### config.mk
export PLATFORM = sky130hd
export DESIGN_NAME = two_wide_zigzag_buf_flat
export DESIGN_NICKNAME = d
export VERILOG_FILES = /design/src/rtl/dct_pkg.sv /design/src/rtl/two_wide_zigzag_buf_if.sv /design/src/rtl/zigzag_pingpong_ram.sv /design/src/rtl/two_wide_zigzag_buf.sv /design/src/flat_wrapper.sv
export SDC_FILE = /design/constraint.sdc
export NUM_CORES = 2
export LEC_CHECK = 0
export ABC_CLOCK_PERIOD_IN_PS = 8370
export BUFFER_PORTS_ARGS = -buffer_cell sky130_fd_sc_hd__buf_2
export CAP_MARGIN = 20
export CORE_MARGIN = 1.5
export CORE_UTILIZATION = 35
export CTS_CLUSTER_DIAMETER = 60
export DETAILED_ROUTE_END_ITERATION = 16
export GPL_ROUTABILITY_DRIVEN = 1
export SLEW_MARGIN = 30
export SYNTH_ARGS = -nofsm -noshare
export SYNTH_HDL_FRONTEND = slang
export SYNTH_SLANG_ARGS = --single-unit
### constraint.sdc
create_clock -name i_clk -period 8.37 [get_ports i_clk]
set_input_delay 1.674 -clock i_clk [delete_from_list [all_inputs] [get_ports i_clk]]
set_output_delay 1.674 -clock i_clk [all_outputs]
set_load 0.03 [all_outputs]
### src/rtl/dct_pkg.sv
// Shared definitions for the DCT back end: block geometry, the JPEG zigzag
// scan table and the zigzag read-FSM state type.
package dct_pkg;

  localparam int BLOCK_SIZE      = 64;
  localparam int PAIRS_PER_BLOCK = 32;

  // Raster index (row*8 + col) of the coefficient at each zigzag position.
  localparam logic [5:0] ZIGZAG_LUT [BLOCK_SIZE] = '{
     0,  1,  8, 16,  9,  2,  3, 10,
    17, 24, 32, 25, 18, 11,  4,  5,
    12, 19, 26, 33, 40, 48, 41, 34,
    27, 20, 13,  6,  7, 14, 21, 28,
    35, 42, 49, 56, 57, 50, 43, 36,
    29, 22, 15, 23, 30, 37, 44, 51,
    58, 59, 52, 45, 38, 31, 39, 46,
    53, 60, 61, 54, 47, 55, 62, 63
  };

  typedef enum logic {
    IDLE,
    STREAM
  } rd_state_t;

endpackage

### src/rtl/two_wide_zigzag_buf_if.sv
// AXI-Stream link carrying two coefficients per beat.
//   tdata  : {later coefficient, earlier coefficient}
//   tvalid : beat valid (master)
//   tready : sink ready (slave)
//   tlast  : final beat of an 8x8 block (master)
interface two_wide_zigzag_buf_if #(
  parameter int DATA_WIDTH = 8
);
  logic [2*DATA_WIDTH-1:0] tdata;
  logic                    tvalid;
  logic                    tready;
  logic                    tlast;

  modport master (output tdata, output tvalid, output tlast, input tready);
  modport slave  (input tdata, input tvalid, input tlast, output tready);
endinterface

### src/rtl/zigzag_pingpong_ram.sv
// Two-bank coefficient store for the zigzag buffer.
//   i_clk          : write clock, rising edge
//   we             : write enable for one coefficient pair
//   wbank, wpair   : bank and pair index; pair k lands at words 2k and 2k+1
//   wdata0/wdata1  : even/odd word of the pair
//   rbank          : bank read by both ports
//   raddr0/raddr1  : asynchronous read addresses
//   rdata0/rdata1  : combinational read data
module zigzag_pingpong_ram
  import dct_pkg::*;
#(
  parameter int DATA_WIDTH = 8,
  parameter int ADDR_WIDTH = 6
) (
  input  logic                  i_clk,
  input  logic                  we,
  input  logic                  wbank,
  input  logic [ADDR_WIDTH-2:0] wpair,
  input  logic [DATA_WIDTH-1:0] wdata0,
  input  logic [DATA_WIDTH-1:0] wdata1,
  input  logic                  rbank,
  input  logic [ADDR_WIDTH-1:0] raddr0,
  input  logic [ADDR_WIDTH-1:0] raddr1,
  output logic [DATA_WIDTH-1:0] rdata0,
  output logic [DATA_WIDTH-1:0] rdata1
);

  logic [DATA_WIDTH-1:0] mem [2][BLOCK_SIZE];

  always_ff @(posedge i_clk) begin
    if (we) begin
      mem[wbank][{wpair, 1'b0}] <= wdata0;
      mem[wbank][{wpair, 1'b1}] <= wdata1;
    end
  end

  always_comb begin
    rdata0 = mem[rbank][raddr0];
    rdata1 = mem[rbank][raddr1];
  end

endmodule

### src/rtl/two_wide_zigzag_buf.sv
// Captures 8x8 DCT coefficient blocks arriving two per cycle in raster order
// and re-emits them two per beat in JPEG zigzag order on an AXI-Stream master.
// Ping-pong banks let the next block fill while the current one drains.
//   i_clk, i_resetn : clock (rising edge), asynchronous active-low reset
//   wdata0/wdata1   : coefficient pair, raster addresses 2k / 2k+1
//   wen             : pair valid; upstream cannot be stalled
//   m_axis          : zigzag output stream, {zz[2j+1], zz[2j]} per beat
//   o_overflow      : sticky, set when a whole block was dropped
module two_wide_zigzag_buf
  import dct_pkg::*;
#(
  parameter int DATA_WIDTH = 8,
  parameter int ADDR_WIDTH = 6
) (
  input  logic                  i_clk,
  input  logic                  i_resetn,
  input  logic [DATA_WIDTH-1:0] wdata0,
  input  logic [DATA_WIDTH-1:0] wdata1,
  input  logic                  wen,
  two_wide_zigzag_buf_if.master m_axis,
  output logic                  o_overflow
);

  if (ADDR_WIDTH != $clog2(BLOCK_SIZE)) begin : g_bad_addr_width
    $error("two_wide_zigzag_buf: zigzag table exists only for 64-entry blocks");
  end

  localparam int PW = ADDR_WIDTH - 1;

  logic [PW-1:0]         wptr;
  logic                  wbank;
  logic                  dropping;
  logic [1:0]            full;
  logic                  rbank;
  logic [PW-1:0]         rcnt;
  rd_state_t             state;

  logic                  drop_blk;
  logic                  wr_en;
  logic                  wr_done;
  logic                  rd_done;
  logic                  rd_load;
  logic [ADDR_WIDTH-1:0] raddr0;
  logic [ADDR_WIDTH-1:0] raddr1;
  logic [DATA_WIDTH-1:0] rdata0;
  logic [DATA_WIDTH-1:0] rdata1;

  always_comb begin
    // The drop decision is taken on the first pair and then held for the
    // remaining 31 pairs of that block.
    drop_blk = (wptr == '0) ? full[wbank] : dropping;
    wr_en    = wen && !drop_blk;
    wr_done  = wr_en && (wptr == '1);
    rd_done  = (state == STREAM) && m_axis.tvalid && m_axis.tready && m_axis.tlast;
    // Once the tlast beat is in the register nothing more is loaded until it
    // is accepted.
    rd_load  = (state == STREAM) && !(m_axis.tvalid && m_axis.tlast) &&
               (!m_axis.tvalid || m_axis.tready);
    raddr0   = ZIGZAG_LUT[{rcnt, 1'b0}];
    raddr1   = ZIGZAG_LUT[{rcnt, 1'b1}];
  end

  zigzag_pingpong_ram #(
    .DATA_WIDTH (DATA_WIDTH),
    .ADDR_WIDTH (ADDR_WIDTH)
  ) u_ram (
    .i_clk  (i_clk),
    .we     (wr_en),
    .wbank  (wbank),
    .wpair  (wptr),
    .wdata0 (wdata0),
    .wdata1 (wdata1),
    .rbank  (rbank),
    .raddr0 (raddr0),
    .raddr1 (raddr1),
    .rdata0 (rdata0),
    .rdata1 (rdata1)
  );

  always_ff @(posedge i_clk or negedge i_resetn) begin
    if (!i_resetn) begin
      wptr       <= '0;
      wbank      <= 1'b0;
      dropping   <= 1'b0;
      o_overflow <= 1'b0;
    end else if (wen) begin
      wptr     <= wptr + 1'b1;
      dropping <= drop_blk;
      if (drop_blk) o_overflow <= 1'b1;
      if (wr_done)  wbank <= ~wbank;
    end
  end

  // Write completion and read completion always target different banks, so
  // both updates can land on the same edge.
  always_ff @(posedge i_clk or negedge i_resetn) begin
    if (!i_resetn) begin
      full <= '0;
    end else begin
      if (wr_done) full[wbank] <= 1'b1;
      if (rd_done) full[rbank] <= 1'b0;
    end
  end

  always_ff @(posedge i_clk or negedge i_resetn) begin
    if (!i_resetn) begin
      state         <= IDLE;
      rbank         <= 1'b0;
      rcnt          <= '0;
      m_axis.tdata  <= '0;
      m_axis.tvalid <= 1'b0;
      m_axis.tlast  <= 1'b0;
    end else begin
      case (state)
        IDLE: begin
          if (full[rbank]) begin
            state <= STREAM;
            rcnt  <= '0;
          end
        end
        STREAM: begin
          if (rd_done) begin
            rbank         <= ~rbank;
            rcnt          <= '0;
            m_axis.tvalid <= 1'b0;
            m_axis.tlast  <= 1'b0;
            state         <= full[~rbank] ? STREAM : IDLE;
          end else if (rd_load) begin
            m_axis.tdata  <= {rdata1, rdata0};
            m_axis.tvalid <= 1'b1;
            m_axis.tlast  <= (rcnt == '1);
            rcnt          <= rcnt + 1'b1;
          end
        end
        default: state <= IDLE;
      endcase
    end
  end

endmodule
### src/flat_wrapper.sv
// flat-port wrapper written by rule: the top's interface ports become plain ports
module two_wide_zigzag_buf_flat import dct_pkg::*;
#(
  parameter int DATA_WIDTH = 8,
  parameter int ADDR_WIDTH = 6
)
  (i_clk, i_resetn, wdata0, wdata1, wen, o_overflow, m_axis_tdata, m_axis_tvalid, m_axis_tlast, m_axis_tready);
  two_wide_zigzag_buf_if #(.DATA_WIDTH(DATA_WIDTH)) m_axis_i ();
  input  logic i_clk;
  input  logic i_resetn;
  input  logic [DATA_WIDTH-1:0] wdata0;
  input  logic [DATA_WIDTH-1:0] wdata1;
  input  logic wen;
  output logic o_overflow;
  output wire logic [$bits(m_axis_i.tdata)-1:0] m_axis_tdata;
  output wire logic [$bits(m_axis_i.tvalid)-1:0] m_axis_tvalid;
  output wire logic [$bits(m_axis_i.tlast)-1:0] m_axis_tlast;
  input wire logic [$bits(m_axis_i.tready)-1:0] m_axis_tready;
  assign m_axis_tdata = m_axis_i.tdata;
  assign m_axis_tvalid = m_axis_i.tvalid;
  assign m_axis_tlast = m_axis_i.tlast;
  assign m_axis_i.tready = m_axis_tready;
  two_wide_zigzag_buf #(.DATA_WIDTH(DATA_WIDTH), .ADDR_WIDTH(ADDR_WIDTH)) u_core (.i_clk(i_clk), .i_resetn(i_resetn), .wdata0(wdata0), .wdata1(wdata1), .wen(wen), .m_axis(m_axis_i), .o_overflow(o_overflow));
endmodule
== Yosys cells after proc, flatten, opt, wreduce, memory -nomap -nowiden ==
Memories as Yosys holds them, arrays and structs flattened.
Cells that the tools add are included.

* Bitwise logic cells: 525
* Add/subtract/negate cells: 2
* $lt $le $gt $ge: 13
* Equal/unequal tests: 4
* Mux-type cells: 554
* $mul: 0
* Div/mod/pow operators: 0
* Reduce and logical (&&, ||, !) cells: 24
* Shift operators: 0

{| class="wikitable"
|+ Operators with widths
! operator !! number
|-
| 512-bit 2-to-1 mux || 2
|-
| 1-bit 2-to-1 mux || 529
|-
| 1-bit OR || 512
|-
| 8-bit binary-select mux with 6-bit select || 2
|-
| 8-bit demux with 6-bit select || 2
|-
| 8-bit 2-to-1 mux || 6
|-
| 7-bit greater-or-equal comparator, second input constant || 6
|-
| 6-bit NOT with 7-bit output || 6
|-
| 6-bit 2-to-1 mux || 4
|-
| 5-bit 2-to-1 mux || 3
|-
| 7-bit by 1-bit less-than comparator with 1-bit output, second input constant || 2
|-
| 1-bit logical AND || 12
|-
| 5-bit by 1-bit adder with 5-bit output, second input constant || 2
|-
| 5-bit equality test, second input constant || 2
|-
| 5-bit case mux with 2 select lines || 1
|-
| 2-bit AND reduction || 5
|-
| 1-bit by 2-bit less-than comparator with 1-bit output, second input constant || 3
|-
| 5-bit logical NOT || 1
|-
| 2-bit 2-to-1 mux || 2
|-
| 1-bit NOT || 4
|-
| 1-bit logical NOT || 3
|-
| 3-bit != test, second input constant || 1
|-
| 3-bit AND reduction || 1
|-
| 2-bit AND || 1
|-
| 8 further kinds || 10
|}

* Bits in writable memories: 1024
* Bits in latches: 0
* Bits in registers: 35
* Output and inout port bits: 19
* Bits in read-only memories: 768
* Memories kept: 3

{| class="wikitable"
|+ Memory list
! name !! words !! bits a word !! read ports !! clocked after memory_dff !! write ports !! RTL line !! source
|-
| u_core.u_ram.mem || 2 || 512 || 1 || 0 || 1 || zigzag_pingpong_ram.sv:28 || <nowiki>logic [DATA_WIDTH-1:0] mem [2][BLOCK_SIZE];</nowiki>
|-
| (name not given) || 64 || 6 || 1 || 0 || 0 || two_wide_zigzag_buf.sv:59 || <nowiki>raddr0 = ZIGZAG_LUT[{rcnt, 1'b0}];</nowiki>
|-
| (name not given) || 64 || 6 || 1 || 0 || 0 || two_wide_zigzag_buf.sv:60 || <nowiki>raddr1 = ZIGZAG_LUT[{rcnt, 1'b1}];</nowiki>
|}

== Longest topological paths before layout ==
* Depth after elaboration: 9
* Mapped depth: 17
* Depth with buffers taken out: 12

== By module ==
From an unflattened synthesis, not the netlist that was laid out.

* Cell total of the unflattened synthesis: 3027
* Area total of the unflattened synthesis: 52676.8 um^2

{| class="wikitable"
|+ Modules (own cells, without submodules)
! module !! times used !! area each (um^2) !! sequential area each (um^2) !! cells an instance
|-
| zigzag_pingpong_ram || 1 || 50514.7 || 30749.5 || 2810
|-
| two_wide_zigzag_buf || 1 || 2162.1 || 875.8 || 217
|}

== Worst setup path after synthesis ==
Ideal clock, no wire load.

* Path kind: input -> register
* Start: in wen
* End: mem u_core.u_ram.mem[0][464] (netlist bit), enable pin
* Buffers on the path: 2
* Setup time: 0.389 ns
* Arrival time: 3.632 ns
* Cell stages on the path: 7
* Path slack: 4.349 ns
* Cell sequence: clkbuf_1 inv_1 nor2_1 and2_1 clkbuf_1 nand2_1 nor2_1

* Longest elaborated chain between the ends: 4

{| class="wikitable"
|+ Ends and longest elaborated chain
! what !! RTL line !! source
|-
| from (decl) || flat_wrapper.sv:13 || <nowiki>input logic wen;</nowiki>
|-
| 1-bit logical AND (*) || two_wide_zigzag_buf.sv:52 || <nowiki>wr_en = wen && !drop_blk;</nowiki>
|-
| 1-bit 2-to-1 mux (*) || zigzag_pingpong_ram.sv:31 || <nowiki>if (we) begin</nowiki>
|-
| 512-bit 2-to-1 mux, on equally long branches || zigzag_pingpong_ram.sv:32, zigzag_pingpong_ram.sv:33 ||
|-
| 1-bit OR (no source line) (*) || n/a ||
|-
| to (decl) || zigzag_pingpong_ram.sv:28 ||
|}

Mark *: on every way between the ends. The rest lies on a longest branch, timed or not.

== Worst setup path after layout ==
* Start: reg u_core.rcnt[1]
* End: reg u_core.m_axis.tdata[8]

* Longest elaborated chain between the ends: 8

{| class="wikitable"
|+ Ends and longest elaborated chain
! what !! RTL line !! source
|-
| from (decl) || two_wide_zigzag_buf.sv:35 || <nowiki>logic [PW-1:0] rcnt;</nowiki>
|-
| from (signal assigned) || two_wide_zigzag_buf.sv:132 || <nowiki>rcnt <= rcnt + 1'b1;</nowiki>
|-
| 6-bit NOT with 7-bit output (not written as such) || two_wide_zigzag_buf.sv:60 ||
|-
| memory read 64 x 6 bit || n/a ||
|-
| 6-bit 2-to-1 mux (not written as such) (2 in series) || two_wide_zigzag_buf.sv:60 ||
|-
| 6-bit NOT with 7-bit output (not written as such) || zigzag_pingpong_ram.sv:39 || <nowiki>rdata1 = mem[rbank][raddr1];</nowiki>
|-
| 8-bit binary-select mux with 6-bit select || zigzag_pingpong_ram.sv:39 ||
|-
| 8-bit 2-to-1 mux (not written as such) (2 in series) || zigzag_pingpong_ram.sv:39 ||
|-
| to (signal assigned) || two_wide_zigzag_buf.sv:129 || <nowiki>m_axis.tdata <= {rdata1, rdata0};</nowiki>
|-
| to (decl) || two_wide_zigzag_buf_if.sv:14 || <nowiki>modport master (output tdata, output tvalid, output tlast, input tready);</nowiki>
|}

Every way passes these cells. The select of a mux whose other input is x is not followed.
A chain may end at the register's enable or synchronous reset.

==> impl_metrics.ini <==
[cts]
clk_latency_ns = 0.72
clock-root-buffer = clkbuf_16
cts_tree = built
clkSinkCount = 1059
cts_made_buffers = 108
clockBufferDepth = 3
clkSlewWorstSetupHoldPaths_ns = 0.07
cts_hold_buf = 0
cts_max_level = 3
post_cts_buffers = 0
cts_resized = 0

[floorplanning]
die_width_um = 393
initial_core_util = 0.352
rows = 143
ioPinCount = 39
dieHeight_um = 393
coreArea_um2 = 152000
dieArea_um2 = 155000

[power]
max-vdd-ir-drop_mv = 0.305
power_frac_seq = 0.333
p_total_w = 0.0189
p_leak_nw = 19.0
switchingPower_w = 0.00738
internal-power_w = 0.0115
comb_power_share = 0.397
power.density_nw_per_um2 = 316
power_frac_clock = 0.270
p_sw_frac = 0.391

[yosys]
synth_area_leaders = edfxtp_1 58%, mux4_2 16%, mux2_2 5.5%, nand2_1 3.6%, mux2i_1 2.5%
ys.warnings.count = 0
synth_cell_types = 83
synth.avg_cell_area_um2 = 15.1
syn-num-nets = 3564
synthCells = 3528
ys_async_sr_fraction = 0.0331
synth_seq_area_share = 0.593
synth_top_area_cell = edfxtp_1
synth_edf_count = 1024
synth_top_area_share = 0.576
synth_area_um2 = 53300
synth-seq-cells = 1059
synth_ff_type = edfxtp_1

[setup_path]
required_ns = 9.00
crit_top_cell = buf_12
critPathTopFamily = compound AO/OA/AOI/OAI gates
worstSetupPathType = reg2reg
crit_chain = inv_1, ha_1, nand2b_1, a21oi_2, o31a_4, buf_12, buf_12, mux4_2, mux2i_1, a2111oi_0, nand4_1, o21ai_0
crit_buf_inv = 3
slowest_delay_ns = 0.93
crit_path_start_kind = flip-flop
cp_max_fo = 104
slowest_stage = a2111oi_0
arrival_ns = 6.34
worstSetupEndpointType = flip-flop

[placed_design]
dp_cells = 5439
port_buffers = 38
dp_hpwl_um = 113000
gp_congestion = 0.969

[routing]
routed_via_density = 6.17
met2_length_um = 79000
ant_nets = 0
dr.pass1.iters = 7
drcViolationCount = 0
dr_total_vias = 34800
drtIter0Drc = 5064
routedWlPerCell_um = 30.8
wl_met1_um = 68900
met3_length_um = 18500
wl_um = 174000
maxUsedRoutingLayer = met5

[finish]
layout-drive-gt1-share = 0.286
area_growth_pct = 11.8
post-route-util = 0.393
layout.nets = 3555
final_cell_mix = 1024 x edfxtp_1, 505 x nand2_1, 383 x mux4_2
instances_no_fill = 5642
layout_commonest_cell = edfxtp_1

[global_routing]
grt_pass1_wl_um = 247000
antenna_found_initial = 17
grt_use_total = 0.219
grt_overflow = 0
grt_pass1_vias = 33500
grt_max_degree = 105

[run]
drv_cap = 0

[sta]
finalClockSkew_ns = 0.0318
tns_ns = 0
finalHoldViolations = 0
period_share = 0.683
grt_setup_unrepaired = no
slew_violations = 0
finalSetupViolations = 0
fin_crit_ns = 5.71
fmaxAchievable_mhz = 175
worst_slew_pin_slew_ns = 1.12
max_slew_margin = 0.249

[run_status]
status = complete, no violations

[worst_hold_path]
min_path_type = reg2reg
## Yosys cell counts, types with 22 or more instances
cell type,number
nand2_1,507
clkbuf_1,123
buf_4,25
a32o_1,25
dfrtp_1,35
o221ai_1,22
mux4_2,383
nand3_1,151
a31oi_1,50
mux2_2,260
edfxtp_1,1024
a32oi_1,31
and3_1,24
nor3_1,56
buf_2,106
nor4_1,27
mux2i_1,134
nor2_1,136
o21ai_0,50
nand4_1,47
o22ai_1,42
a21oi_1,27
## power by group through the flow
stage	clock, W	sequential, W	combinational [W]
final	0.00509	0.00627	0.00749
after global routing	0.00532	0.00628	0.00773
after global placement	0	0.00636	0.00726
after CTS	0.00514	0.00626	0.00729
after floorplan	0	0.00632	0.00456
after detailed placement	0	0.00637	0.00727
## cells by family after synthesis
kind of cell,Yosys count,share of synthesized area
AOI/OAI and AO/OA,358,0.0492
xor gates and xnor gates,5,0.000821
adders and majority gates,16,0.00375
buffers and inverters,296,0.0266
DFF,1059,0.593
muxes,778,0.242
and+or+nand+nor,1016,0.0849
## layout make-up
| cell class | count | area, um^2 |
|---|---|---|
| fillers | 14100 | 92100 |
| flip-flops and latches | 1059 | 31600 |
| multi-input cells | 2173 | 20500 |
| clock buffers | 135 | 2940 |
| well taps | 2030 | 2540 |
| repair buffers | 162 | 1240 |
| clock inverters | 66 | 776 |
| inverters | 15 | 58.8 |
| diodes | 2 | 5.00 |
## per-stage QoR
| step | setup slack [ns] | cell area (um^2) | hold slack, ns |
|---|---|---|---|
| detailed placement | 2.85 | 55900 | 0.460 |
| CTS | 2.83 | 59600 | 0.475 |
| finish | 2.66 | 59700 | 0.477 |
| floorplan | 4.35 | 53300 | 0.511 |
| global placement | 2.86 | 55900 | 0.448 |
| global route | 2.64 | 59700 | 0.522 |
## registers in the layout, indices dropped and copies added, names as in the netlist
| signal | count |
|---|---|
| u_core.o_overflow | 1 |
| u_core.full | 2 |
| u_core.wbank | 1 |
| u_core.state | 1 |
| u_core.m_axis.tdata | 16 |
| u_core.m_axis.tvalid | 1 |
| u_core.rcnt | 5 |
| u_core.wptr | 5 |
| u_core.u_ram.mem | 1024 |
| u_core.dropping | 1 |
| u_core.m_axis.tlast | 1 |
| u_core.rbank | 1 |
## worst reg2reg max path, cell delays in order, from the launching register on
cell,delay (ns)
dfrtp_1,0.56
inv_1,0.24
ha_1,0.33
nand2b_1,0.11
a21oi_2,0.24
o31a_4,0.68
buf_12,0.42
buf_12,0.54
mux4_2,0.52
mux2i_1,0.13
a2111oi_0,0.93
nand4_1,0.58
o21ai_0,0.35
## layer usage
metal,GRT usage,up-vias
met5,0,-
met4,0.0837,18
met3,0.0466,343
met2,0.337,2112
met1,0.304,18100
li1,-,14200
## final timing paths
kind / from / end / slack [ns] / cells after the start
max reg2reg: u_core.rcnt[1] / u_core.m_axis.tdata[8] / 2.66 / 12
min reg2reg: u_core.o_overflow / u_core.o_overflow / 0.48 / 1
min: u_core.o_overflow / u_core.o_overflow / 0.48 / 1
min in group asynchronous: i_resetn / u_core.m_axis.tlast / 0.93 / 1
max in group asynchronous: i_resetn / u_core.wbank / 7.02 / 1
max: u_core.rcnt[1] / u_core.m_axis.tdata[8] / 2.66 / 12
(Power assumes the default switching activity.)
